### src/rtl/spi_pkg.sv
// Shared definitions for the SPI mode 0/3 transmit slice.
// Latency: n/a (types and constants only).
// Backpressure: n/a.
package spi_pkg;

    // Transmit FSM encoding.
    typedef enum logic [1:0] {
        ST_IDLE  = 2'd0,
        ST_SETUP = 2'd1,
        ST_SHIFT = 2'd2,
        ST_HOLD  = 2'd3
    } spi_state_t;

    // CPHA follows CPOL, so the mode is fully described by the CPOL bit.
    localparam logic MODE0 = 1'b0;
    localparam logic MODE3 = 1'b1;

    localparam int DATA_W_DEF = 8;

endpackage

### src/rtl/spi_sclk_gen.sv
// SPI serial clock generator: half-period divider plus edge counter.
// Latency: first toggle i_div cycles after i_en rises; one toggle per i_div cycles after that.
// Backpressure: none; i_en low holds sclk at the idle level and clears all counts.
// Ports: i_clk/i_rst (sync, active-low), i_en, i_cpol (idle level), i_div (half-period),
//        o_sclk, o_rise_pulse/o_fall_pulse (edge happening at this posedge), o_last_edge.
module spi_sclk_gen #(
    parameter int DATA_W = 8
) (
    input  logic       i_clk,
    input  logic       i_rst,
    input  logic       i_en,
    input  logic       i_cpol,
    input  logic [7:0] i_div,
    output logic       o_sclk,
    output logic       o_rise_pulse,
    output logic       o_fall_pulse,
    output logic       o_last_edge
);
    localparam int EW = $clog2(2 * DATA_W);
    localparam logic [EW-1:0] LAST_EDGE = EW'(2 * DATA_W - 1);

    logic [7:0]    r_cnt;
    logic [EW-1:0] r_edge_cnt;
    logic          r_sclk;
    logic          w_tick;

    // The pulses are combinational so the caller acts on the same posedge
    // that moves sclk.
    assign w_tick       = i_en && (r_cnt == i_div - 8'd1);
    assign o_rise_pulse = w_tick && !r_sclk;
    assign o_fall_pulse = w_tick &&  r_sclk;
    assign o_last_edge  = w_tick && (r_edge_cnt == LAST_EDGE);
    assign o_sclk       = r_sclk;

    always_ff @(posedge i_clk) begin
        if (!i_rst) begin
            r_cnt      <= '0;
            r_edge_cnt <= '0;
            r_sclk     <= 1'b0;
        end else if (!i_en) begin
            r_cnt      <= '0;
            r_edge_cnt <= '0;
            r_sclk     <= i_cpol;
        end else if (w_tick) begin
            r_cnt      <= '0;
            r_edge_cnt <= r_edge_cnt + 1'b1;
            r_sclk     <= ~r_sclk;
        end else begin
            r_cnt      <= r_cnt + 8'd1;
        end
    end

endmodule

### src/rtl/spi_tx_mode03.sv
// SPI master transmitter, modes 0 and 3, MSB- or LSB-first byte framing.
// Latency: ss_n/busy/first bit one cycle after start; done pulse 1+17*CLK_DIV cycles after start.
// Backpressure: start is only taken in IDLE (including the done cycle); start while busy is dropped.
// Ports: i_clk, i_rst (sync, active-low), i_start, i_tx_data, i_lsbfe, i_cpol;
//        o_sclk, o_mosi, o_ss_n, o_busy, o_done (1-cycle), o_ready (= ~o_ss_n).
module spi_tx_mode03
    import spi_pkg::*;
#(
    parameter int CLK_DIV = 2,
    parameter int DATA_W  = DATA_W_DEF
) (
    input  logic              i_clk,
    input  logic              i_rst,
    input  logic              i_start,
    input  logic [DATA_W-1:0] i_tx_data,
    input  logic              i_lsbfe,
    input  logic              i_cpol,
    output logic              o_sclk,
    output logic              o_mosi,
    output logic              o_ss_n,
    output logic              o_busy,
    output logic              o_done,
    output logic              o_ready
);
    localparam logic [7:0] DIV = 8'(CLK_DIV);
    localparam int         BW  = $clog2(DATA_W);

    spi_state_t        r_state;
    spi_state_t        w_next;
    logic              w_accept;
    logic [DATA_W-1:0] r_data;
    logic              r_lsbfe;
    logic              r_cpol;
    logic [BW-1:0]     r_bit_cnt;
    logic [7:0]        r_hold_cnt;
    logic              r_mosi;
    logic              r_ss_n;
    logic              r_busy;
    logic              r_done;

    logic              w_gen_en;
    logic              w_gen_cpol;
    logic              w_sclk;
    logic              w_rise;
    logic              w_fall;
    logic              w_last;
    logic              w_shift;
    logic              w_hold_end;
    logic [BW-1:0]     w_idx;

    // In IDLE sclk tracks the live CPOL pin; once a frame starts it uses the
    // captured copy so pin changes cannot disturb the frame.
    assign w_gen_en   = (r_state == ST_SETUP) || (r_state == ST_SHIFT);
    assign w_gen_cpol = (r_state == ST_IDLE) ? i_cpol : r_cpol;

    spi_sclk_gen #(
        .DATA_W (DATA_W)
    ) u_sclk_gen (
        .i_clk        (i_clk),
        .i_rst        (i_rst),
        .i_en         (w_gen_en),
        .i_cpol       (w_gen_cpol),
        .i_div        (DIV),
        .o_sclk       (w_sclk),
        .o_rise_pulse (w_rise),
        .o_fall_pulse (w_fall),
        .o_last_edge  (w_last)
    );

    // Edge 1 always happens in SETUP, so a falling edge seen in SHIFT has a
    // rising edge before it (covers the mode 3 leading fall). The last edge
    // is a fall only in mode 0, and must not advance mosi.
    assign w_shift    = w_fall && (r_state == ST_SHIFT) && !w_last;
    assign w_hold_end = (r_state == ST_HOLD) && (r_hold_cnt == DIV - 8'd1);

    // r_bit_cnt counts rising edges, i.e. bits already sampled; that is also
    // the time-order index of the next bit to present.
    assign w_idx = r_lsbfe ? r_bit_cnt : (BW'(DATA_W - 1) - r_bit_cnt);

    always_ff @(posedge i_clk) begin
        if (!i_rst) r_state <= ST_IDLE;
        else        r_state <= w_next;
    end

    always_comb begin
        w_next   = r_state;
        w_accept = 1'b0;
        case (r_state)
            ST_IDLE: begin
                if (i_start) begin
                    w_accept = 1'b1;
                    w_next   = ST_SETUP;
                end
            end
            ST_SETUP: if (w_rise || w_fall) w_next = ST_SHIFT;
            ST_SHIFT: if (w_last)           w_next = ST_HOLD;
            ST_HOLD:  if (w_hold_end)       w_next = ST_IDLE;
            default:                        w_next = ST_IDLE;
        endcase
    end

    always_ff @(posedge i_clk) begin
        if (!i_rst) begin
            r_data     <= '0;
            r_lsbfe    <= 1'b0;
            r_cpol     <= 1'b0;
            r_bit_cnt  <= '0;
            r_hold_cnt <= '0;
            r_mosi     <= 1'b0;
            r_ss_n     <= 1'b1;
            r_busy     <= 1'b0;
            r_done     <= 1'b0;
        end else begin
            r_done <= 1'b0;
            if (w_accept) begin
                r_data    <= i_tx_data;
                r_lsbfe   <= i_lsbfe;
                r_cpol    <= i_cpol;
                r_bit_cnt <= '0;
                r_ss_n    <= 1'b0;
                r_busy    <= 1'b1;
                r_mosi    <= i_lsbfe ? i_tx_data[0] : i_tx_data[DATA_W-1];
            end
            // Wraps to zero on the final rising edge; nothing depends on it after that.
            if (w_rise) r_bit_cnt <= r_bit_cnt + 1'b1;
            if (w_shift) r_mosi <= r_data[w_idx];
            if (r_state == ST_SHIFT && w_last) r_hold_cnt <= '0;
            else if (r_state == ST_HOLD)       r_hold_cnt <= r_hold_cnt + 8'd1;
            if (w_hold_end) begin
                r_ss_n <= 1'b1;
                r_busy <= 1'b0;
                r_done <= 1'b1;
                r_mosi <= 1'b0;
            end
        end
    end

    assign o_sclk  = w_sclk;
    assign o_mosi  = r_mosi;
    assign o_ss_n  = r_ss_n;
    assign o_busy  = r_busy;
    assign o_done  = r_done;
    assign o_ready = ~r_ss_n;

endmodule
### config.mk
export PLATFORM = sky130hd
export DESIGN_NAME = spi_tx_mode03
export DESIGN_NICKNAME = d
export VERILOG_FILES = /design/src/rtl/spi_pkg.sv /design/src/rtl/spi_sclk_gen.sv /design/src/rtl/spi_tx_mode03.sv
export SDC_FILE = /design/constraint.sdc
export NUM_CORES = 1
export LEC_CHECK = 0
export ABC_AREA = 1
export BUFFER_PORTS_ARGS = -buffer_cell sky130_fd_sc_hd__clkbuf_2
export CORE_ASPECT_RATIO = 0.9
export CORE_MARGIN = 5
export CORE_UTILIZATION = 45
export DETAILED_ROUTE_END_ITERATION = 8
export PLACE_DENSITY = 0.63
export SETUP_SLACK_MARGIN = 0.1
export SYNTH_ARGS = -nofsm -noshare
export SYNTH_HDL_FRONTEND = slang
export SYNTH_SLANG_ARGS = --single-unit
### constraint.sdc
create_clock -name i_clk -period 2 [get_ports i_clk]
set_clock_uncertainty 0.15 [all_clocks]
set_input_delay 0.6 -clock i_clk [delete_from_list [all_inputs] [get_ports i_clk]]
set_output_delay 0.6 -clock i_clk [all_outputs]
set_load 0.1 [all_outputs]
==> results of run 1 <==
[layer usage]
layer,share of wire (%),GRT usage [%],vias up
met4,1.3,4.58,0
met3,3.7,3.70,7
met1,50,18.3,705
met2,45,22.9,16
met5,0,0,-
li1,-,-,909
[synthesized netlist by cell type, drive strengths merged]
master,n
xor2,6
buf,1
a211oi,2
inv,35
and3,2
nand3,16
a21oi,16
nand4,2
ha,10
nor3,5
nor4,1
nand3b,2
nor2,51
o21ai,18
a31oi,1
o21a,1
nor3b,5
xnor2,2
dfxtp,40
mux2i,1
clkbuf,3
nand2,49
[per-stage QoR]
step                worst slack (ps)  cell area [µm²]  util (%)  std cells  hold WS (ps)
floorplan                        188             1970         -        269           284
global placement                 303             2150      51.7        347           306
detailed placement               247             2150      51.7        347           308
CTS                              131             2260      54.4        355           321
global route                     113             2260      54.4        355           352
finish                           148             2260      54.4        355           320
[worst max-delay path by stage]
stage / slack (ps) / end / cells past startpoint / start
2_1_floorplan: 190 / r_bit_cnt[0]$_SDFFE_PN0P_ / 5 / u_sclk_gen.o_sclk$_SDFFE_PN0P_
3_3_place_gp: 300 / u_sclk_gen.r_cnt[4]$_SDFF_PP0_ / 6 / r_state[0]$_SDFFE_PN0P_
3_5_place_dp: 250 / u_sclk_gen.r_cnt[4]$_SDFF_PP0_ / 6 / r_state[0]$_SDFFE_PN0P_
4_1_cts: 130 / o_mosi / 1 / o_mosi$_SDFFE_PP0P_
5_1_grt: 110 / u_sclk_gen.r_cnt[6]$_SDFF_PP0_ / 6 / r_state[1]$_SDFFE_PN0P_
6_report: 150 / o_ss_n / 1 / o_ss_n$_SDFFE_PP1P_
[area by class of cell]
class / count / area (µm²) / area share [%]
multi-input combinational: 190 / 1020 / 44.9
sequential: 40 / 805 / 35.6
inverter: 35 / 135 / 5.97
timing repair buffer: 22 / 125 / 5.53
clock buffer: 6 / 93.8 / 4.15
tap: 60 / 75.1 / 3.32
clock inverter: 2 / 12.5 / 0.553
[layout by cell type, fill, tap and decap left out, types with 5 or more instances in the layout]
| cell type | n |
|---|---|
| nor2_1 | 48 |
| nand2_1 | 47 |
| dfxtp_1 | 39 |
| inv_1 | 34 |
| o21ai_0 | 17 |
| a21oi_1 | 16 |
| nand3_1 | 15 |
| clkbuf_2 | 15 |
| ha_1 | 9 |
| xor2_1 | 6 |
| nor3_1 | 5 |
| nor3b_1 | 5 |
| clkbuf_8 | 5 |
| buf_4 | 5 |
[power by group through the flow]
stage	registers, µW	logic (µW)	clock network (µW)
6_report	1020	1130	614
5_1_grt	1040	1280	664
4_1_cts	1020	1120	639
3_5_place_dp	1040	1120	0
3_3_place_gp	1040	1110	0
2_1_floorplan	1170	752	0
[flip-flops by register name, summed over array words and instances, names as in the netlist, 2 cells and up]
register / count
r_bit_cnt: 3
r_data: 8
u_sclk_gen.r_edge_cnt: 4
u_sclk_gen.r_cnt: 8
r_hold_cnt: 8
r_state: 2
[repair_timing]
item | CTS | global route
gates resized for setup | 1 | 2
endpoints found under the setup margin | 1 | 5
gates cloned | 0 | 0
[kinds of logic after synthesis]
group	synth area share [%]
and+or+nand+nor	30.8
DFF	40.8
buffers and inverters	7.64
AOI/OAI and AO/OA	10.3
adders and majority gates	6.37
xor gates and xnor gates	3.57
muxes	0.510
==> results_dict.tcl, run 1 <==
set metrics [dict create \
    status "finished clean" \
    holdBufCountCts 0 \
    rows 22 \
    overflow 0 \
    post_cts_buffers 0 \
    clock.fmax_ghz 0.540 \
    yosysTopAreaCell "dfxtp_1" \
    swShare_pct 41.8 \
    avgSynthCellArea_um2 7.30 \
    clkPwrFrac_pct 22.2 \
    p_int_uw 1610 \
    ant_nets 0 \
    start_util_pct 47.3 \
    max_stage_delay_ps 450 \
    drive_above_1_share_pct 13.6 \
    setup_violations 0 \
    die_w_um 79.6 \
    cts_inserted_buffers 5 \
    rsz0062_at_grt "false" \
    path_buf_inv 1 \
    timing.rr.end "u_sclk_gen.r_cnt[2]$_SDFF_PP0_" \
    cp-end-kind "output port" \
    powerDensity_nw_per_um2 1220 \
    crit_path_top_delay_cell "clkbuf_2" \
    synth_area_leaders "dfxtp_1 41%, nor2_1 9.2%, nand2_1 9.0%, inv_1 6.7%, ha_1 6.4%" \
    h-tree-depth 2 \
    clkTransAtPathRegs_ps 80 \
    whs_path_depth 2 \
    dp_hpwl_um 2890 \
    drt-pass1-iter-count 4 \
    ys_seq_area_share_pct 40.8 \
    grt_max_degree 14 \
    worst_pin_slew_ps 544 \
    cts_tree "done" \
    clk_latency_ps 290 \
    ys_ff_latch 40 \
    grt_pass1_vias 1478 \
    critPathArrivalTime_ps 1100 \
    slew_headroom_pct 63.9 \
    drv_cap 0 \
    fillers 413 \
    power.total_uw 2760 \
    portBuffers 18 \
    core_um2 4160 \
    min_to "r_cpol$_SDFFE_PN0P_" \
    yosysWarnings 0 \
    reg2reg_from "r_state[0]$_SDFFE_PN0P_" \
    routed_via_density 4.61 \
    vias 1637 \
    drtIter0Drc 70 \
    antenna_found_initial 0 \
    grt_pass1_wl_um 6450 \
    r2r_cells 6 \
    drcViolationCount 0 \
    gp_congestion 0.810 \
    irDropWorstVdd_mv 0.603 \
    crit_chain "clkbuf_2" \
    area_delta_synth_final_pct 15.2 \
    slew_viol_final 0 \
    routedWlPerCell_um 10.5 \
    nets 317 \
    dieHeight_um 72.7 \
    hp-start "r_cpol$_SDFFE_PN0P_" \
    postSynthCellCount 269 \
    p_seq_share_pct 37.0 \
    ys_types 29 \
    synthesis.nets 292 \
    p_comb_share_pct 40.8 \
    final-hold-violation-count 0 \
    criticalPathCategory "flop to output port" \
    setup-tns-final_ps 0 \
    die-area_um2 5790 \
    setup.worst_path.start_class "flop" \
    rrSetupSlack_ps 300 \
    pin_count 19 \
    hp-class "flop to flop" \
    clock_sinks 40 \
    diodes 0 \
    worstPathMaxFanout 2 \
    min_period_ps 1850 \
    wirelength_um 3720 \
    crit_required_ps 1250 \
    crit_family "buffers and inverters" \
    synth.top_cell.area_share_pct 40.8 \
    period_share_pct 92.6 \
    root_buffer "clkbuf_8" \
    p_leak_uw 0.000977 \
    gr-usage-all-layers_pct 14.1 \
    syn_area_um2 1960 \
    clock_path_buffers 2 \
    p_sw_uw 1160 \
]
Note: power is estimated with default switching activity, not from simulation.
==> run 2: changes to the inputs <==
SYNTH_HIERARCHICAL = 1   (was default)
==> run 2 against run 1 <==
Die area rose by 16%. Setup slack lost 110 ps. Sequential share of layout area down 7.2 points. Synthesized cell count grew 25%. Global-route usage grew 0.69 points. Flip-flop and latch count did not move. Combinational power shrank 9%. Non-clock buffer count is 18 higher. First-iteration DRC count increased by 130%. Design area is 26% higher. Clock-buffer cell count unchanged. Via count rose by 29%.
==> results_dict.tcl, run 2 <==
set metrics [dict create \
    status "finished clean" \
    root_buffer "clkbuf_8" \
    max_stage_delay_ps 310 \
    crit_chain "nand2_1, inv_1, nor2_1, nand2_1, nor2_2, nand3_2, nor2_8, nand3_4, inv_2, nand3_2, nor2_4, o22ai_2, a21oi_2, nand3b_1, nand2_1, nor2_1" \
    cpMostUsedCell "nand2_1" \
    fillers 492 \
    synth.top_cell.area_share_pct 34.4 \
    clock_sinks 40 \
    h-tree-depth 2 \
    r2r_cells 16 \
    ys_seq_area_share_pct 34.4 \
    timing.rr.end "r_state[1]$_SDFFE_PN0P_" \
    clock_path_buffers 2 \
    cp-end-kind "flop" \
    period_share_pct 98.3 \
    startpoint "u_sclk_gen/r_cnt[1]$_SDFF_PP0_" \
    pin_count 19 \
    drtIter0Drc 158 \
    endpoint "r_state[1]$_SDFFE_PN0P_" \
    wirelength_um 4700 \
    pre_cts_ws_ps -44.5 \
    clk_latency_ps 280 \
    dp_hpwl_um 3760 \
    drv_cap 0 \
    layout_commonest_cell "nand2_1" \
    clock.fmax_ghz 0.509 \
    ys_types 35 \
    clkTransAtPathRegs_ps 80 \
    drt-pass1-iter-count 4 \
    worstPathMaxFanout 4 \
    dieHeight_um 78.2 \
    worst_pin_slew_ps 551 \
    nets 424 \
    vias 2104 \
    ys_async_sr_fraction_pct 0 \
    routed_via_density 4.51 \
    overflow 0 \
    slew_viol_final 0 \
    top_regs "r_data x8, r_hold_cnt x8, u_sclk_gen/r_cnt x8" \
    core_um2 4920 \
    setup-tns-final_ps 0 \
    grt_pass1_vias 1887 \
    start_util_pct 47.3 \
    portBuffers 18 \
    drive_above_1_share_pct 21.1 \
    setup.worst_path.start_class "flop" \
    layout_setup_ws_ps 34.6 \
    postSynthCellCount 337 \
    ys_ff_latch 40 \
    power.total_uw 2550 \
    synth_commonest_cells "69 x nand2_1, 55 x nor2_1, 42 x inv_1, 40 x dfxtp_1, 25 x nand3_1" \
    yosysTopAreaCell "dfxtp_1" \
    grt_pass1_wl_um 8300 \
    p_leak_uw 0.00135 \
    min_period_ps 1970 \
    synth_area_leaders "dfxtp_1 34%, nand2_1 11%, nor2_1 8.9%, inv_1 6.8%, ha_1 5.4%" \
    powerDensity_nw_per_um2 893 \
    reg2reg_from "u_sclk_gen/r_cnt[1]$_SDFF_PP0_" \
    syn_area_um2 2330 \
    synth.most_common_cell "nand2_1" \
    die_w_um 85.8 \
    setup_violations 0 \
    cts_tree "done" \
    fin_cells 467 \
    grt_max_degree 14 \
    final-hold-violation-count 0 \
    final_cell_mix "69 x nand2_1, 53 x nor2_1, 40 x inv_1, 37 x dfxtp_1, 25 x nand3_1" \
    hp-class "flop to flop" \
    dp_cells 458 \
    gr-usage-all-layers_pct 14.8 \
    synth-edff-count 0 \
    diodes 0 \
    rows 24 \
    area_delta_synth_final_pct 22.4 \
    avgSynthCellArea_um2 6.91 \
    drcViolationCount 0 \
    synth_flop_cell "dfxtp_1" \
    critPathArrivalTime_ps 2000 \
    crit_required_ps 2030 \
    routedWlPerCell_um 10.1 \
    slew_headroom_pct 63.4 \
    irDropWorstVdd_mv 0.963 \
    antenna_found_initial 0 \
    yosysWarnings 6 \
    die-area_um2 6710 \
    criticalPathCategory "flop to flop" \
    ant_nets 0 \
    rrSetupSlack_ps 30 \
    gp_congestion 0.832 \
    cts_inserted_buffers 5 \
    rsz0062_at_grt "true" \
    crit_path_top_delay_cell "dfxtp_1" \
]
[run 2: per-layer routing]
metal | GRT usage [%] | share of wire, % | vias up
li1 | - | - | 1173
met2 | 22.4 | 43 | 32
met4 | 2.37 | 0.26 | 0
met5 | 0 | 0 | -
met3 | 3.46 | 4.0 | 2
met1 | 21.8 | 53 | 897
[run 2: final cells by class]
cell class	instances	area, µm²	share of cell area, %
Timing Repair Buffer	40	260	9.13
Inverter	46	176	6.19
Tap cell	65	81.3	2.85
Clock inverter	2	12.5	0.439
Sequential cell	40	807	28.3
Clock buffer	6	72.6	2.55
Multi-Input combinational cell	268	1440	50.5
[run 2: how the worst min path moves through the flow]
stage,slack (ps),to,cells after the start,startpoint
floorplan,270,u_sclk_gen/r_cnt[0]$_SDFF_PP0_,1,u_sclk_gen/r_cnt[0]$_SDFF_PP0_
global placement,290,r_cpol$_SDFFE_PN0P_,2,r_cpol$_SDFFE_PN0P_
detailed placement,290,r_cpol$_SDFFE_PN0P_,2,r_cpol$_SDFFE_PN0P_
CTS,310,r_cpol$_SDFFE_PN0P_,2,r_cpol$_SDFFE_PN0P_
global route,330,r_cpol$_SDFFE_PN0P_,2,r_cpol$_SDFFE_PN0P_
finish,300,r_cpol$_SDFFE_PN0P_,2,r_cpol$_SDFFE_PN0P_
[run 2: per-stage QoR]
step                utilization [%]  hold slack, ps  instance area, µm²
floorplan                         -             270                2440
global placement               55.7             290                2740
detailed placement             55.7             293                2740
CTS                            57.6             306                2840
global route                   57.9             330                2850
finish                         57.9             301                2850
[run 2: what timing repair did]
action,in CTS,in global routing
setup buffers,1,0
pin swaps,4,1
cloned,0,0
resized for setup,2,3
hold buffers,0,0
setup endpoints to repair,9,14
[run 2: power breakdown]
group	switching, µW	leakage, µW	total (µW)	internal (µW)
logic	680	0.000982	1030	348
registers	74.1	0.000327	989	915
clock network	285	0.0000412	529	244
[run 2: logic make-up (layout without fill, tap and decap cells)]
| logic type | after synthesis | count (layout) | share of synthesized area [%] |
|---|---|---|---|
| buffers and inverters | 51 | 94 | 8.65 |
| AO/OA/AOI/OAI | 44 | 44 | 10.3 |
| AND/OR/NAND/NOR | 180 | 180 | 37.2 |
| adder cells (fa/ha/maj) | 10 | 10 | 5.37 |
| XOR/XNOR | 10 | 10 | 3.76 |
| other | 2 | 24 | 0.323 |
| flip-flops | 40 | 40 | 34.4 |
[run 2: worst max-delay path, delay by kind of cell (launching register included)]
family	cells	cell delay (ps)
AND/OR/NAND/NOR	12	1030
buffers and inverters	2	90
AO/OA/AOI/OAI	2	260
flip-flops	1	310
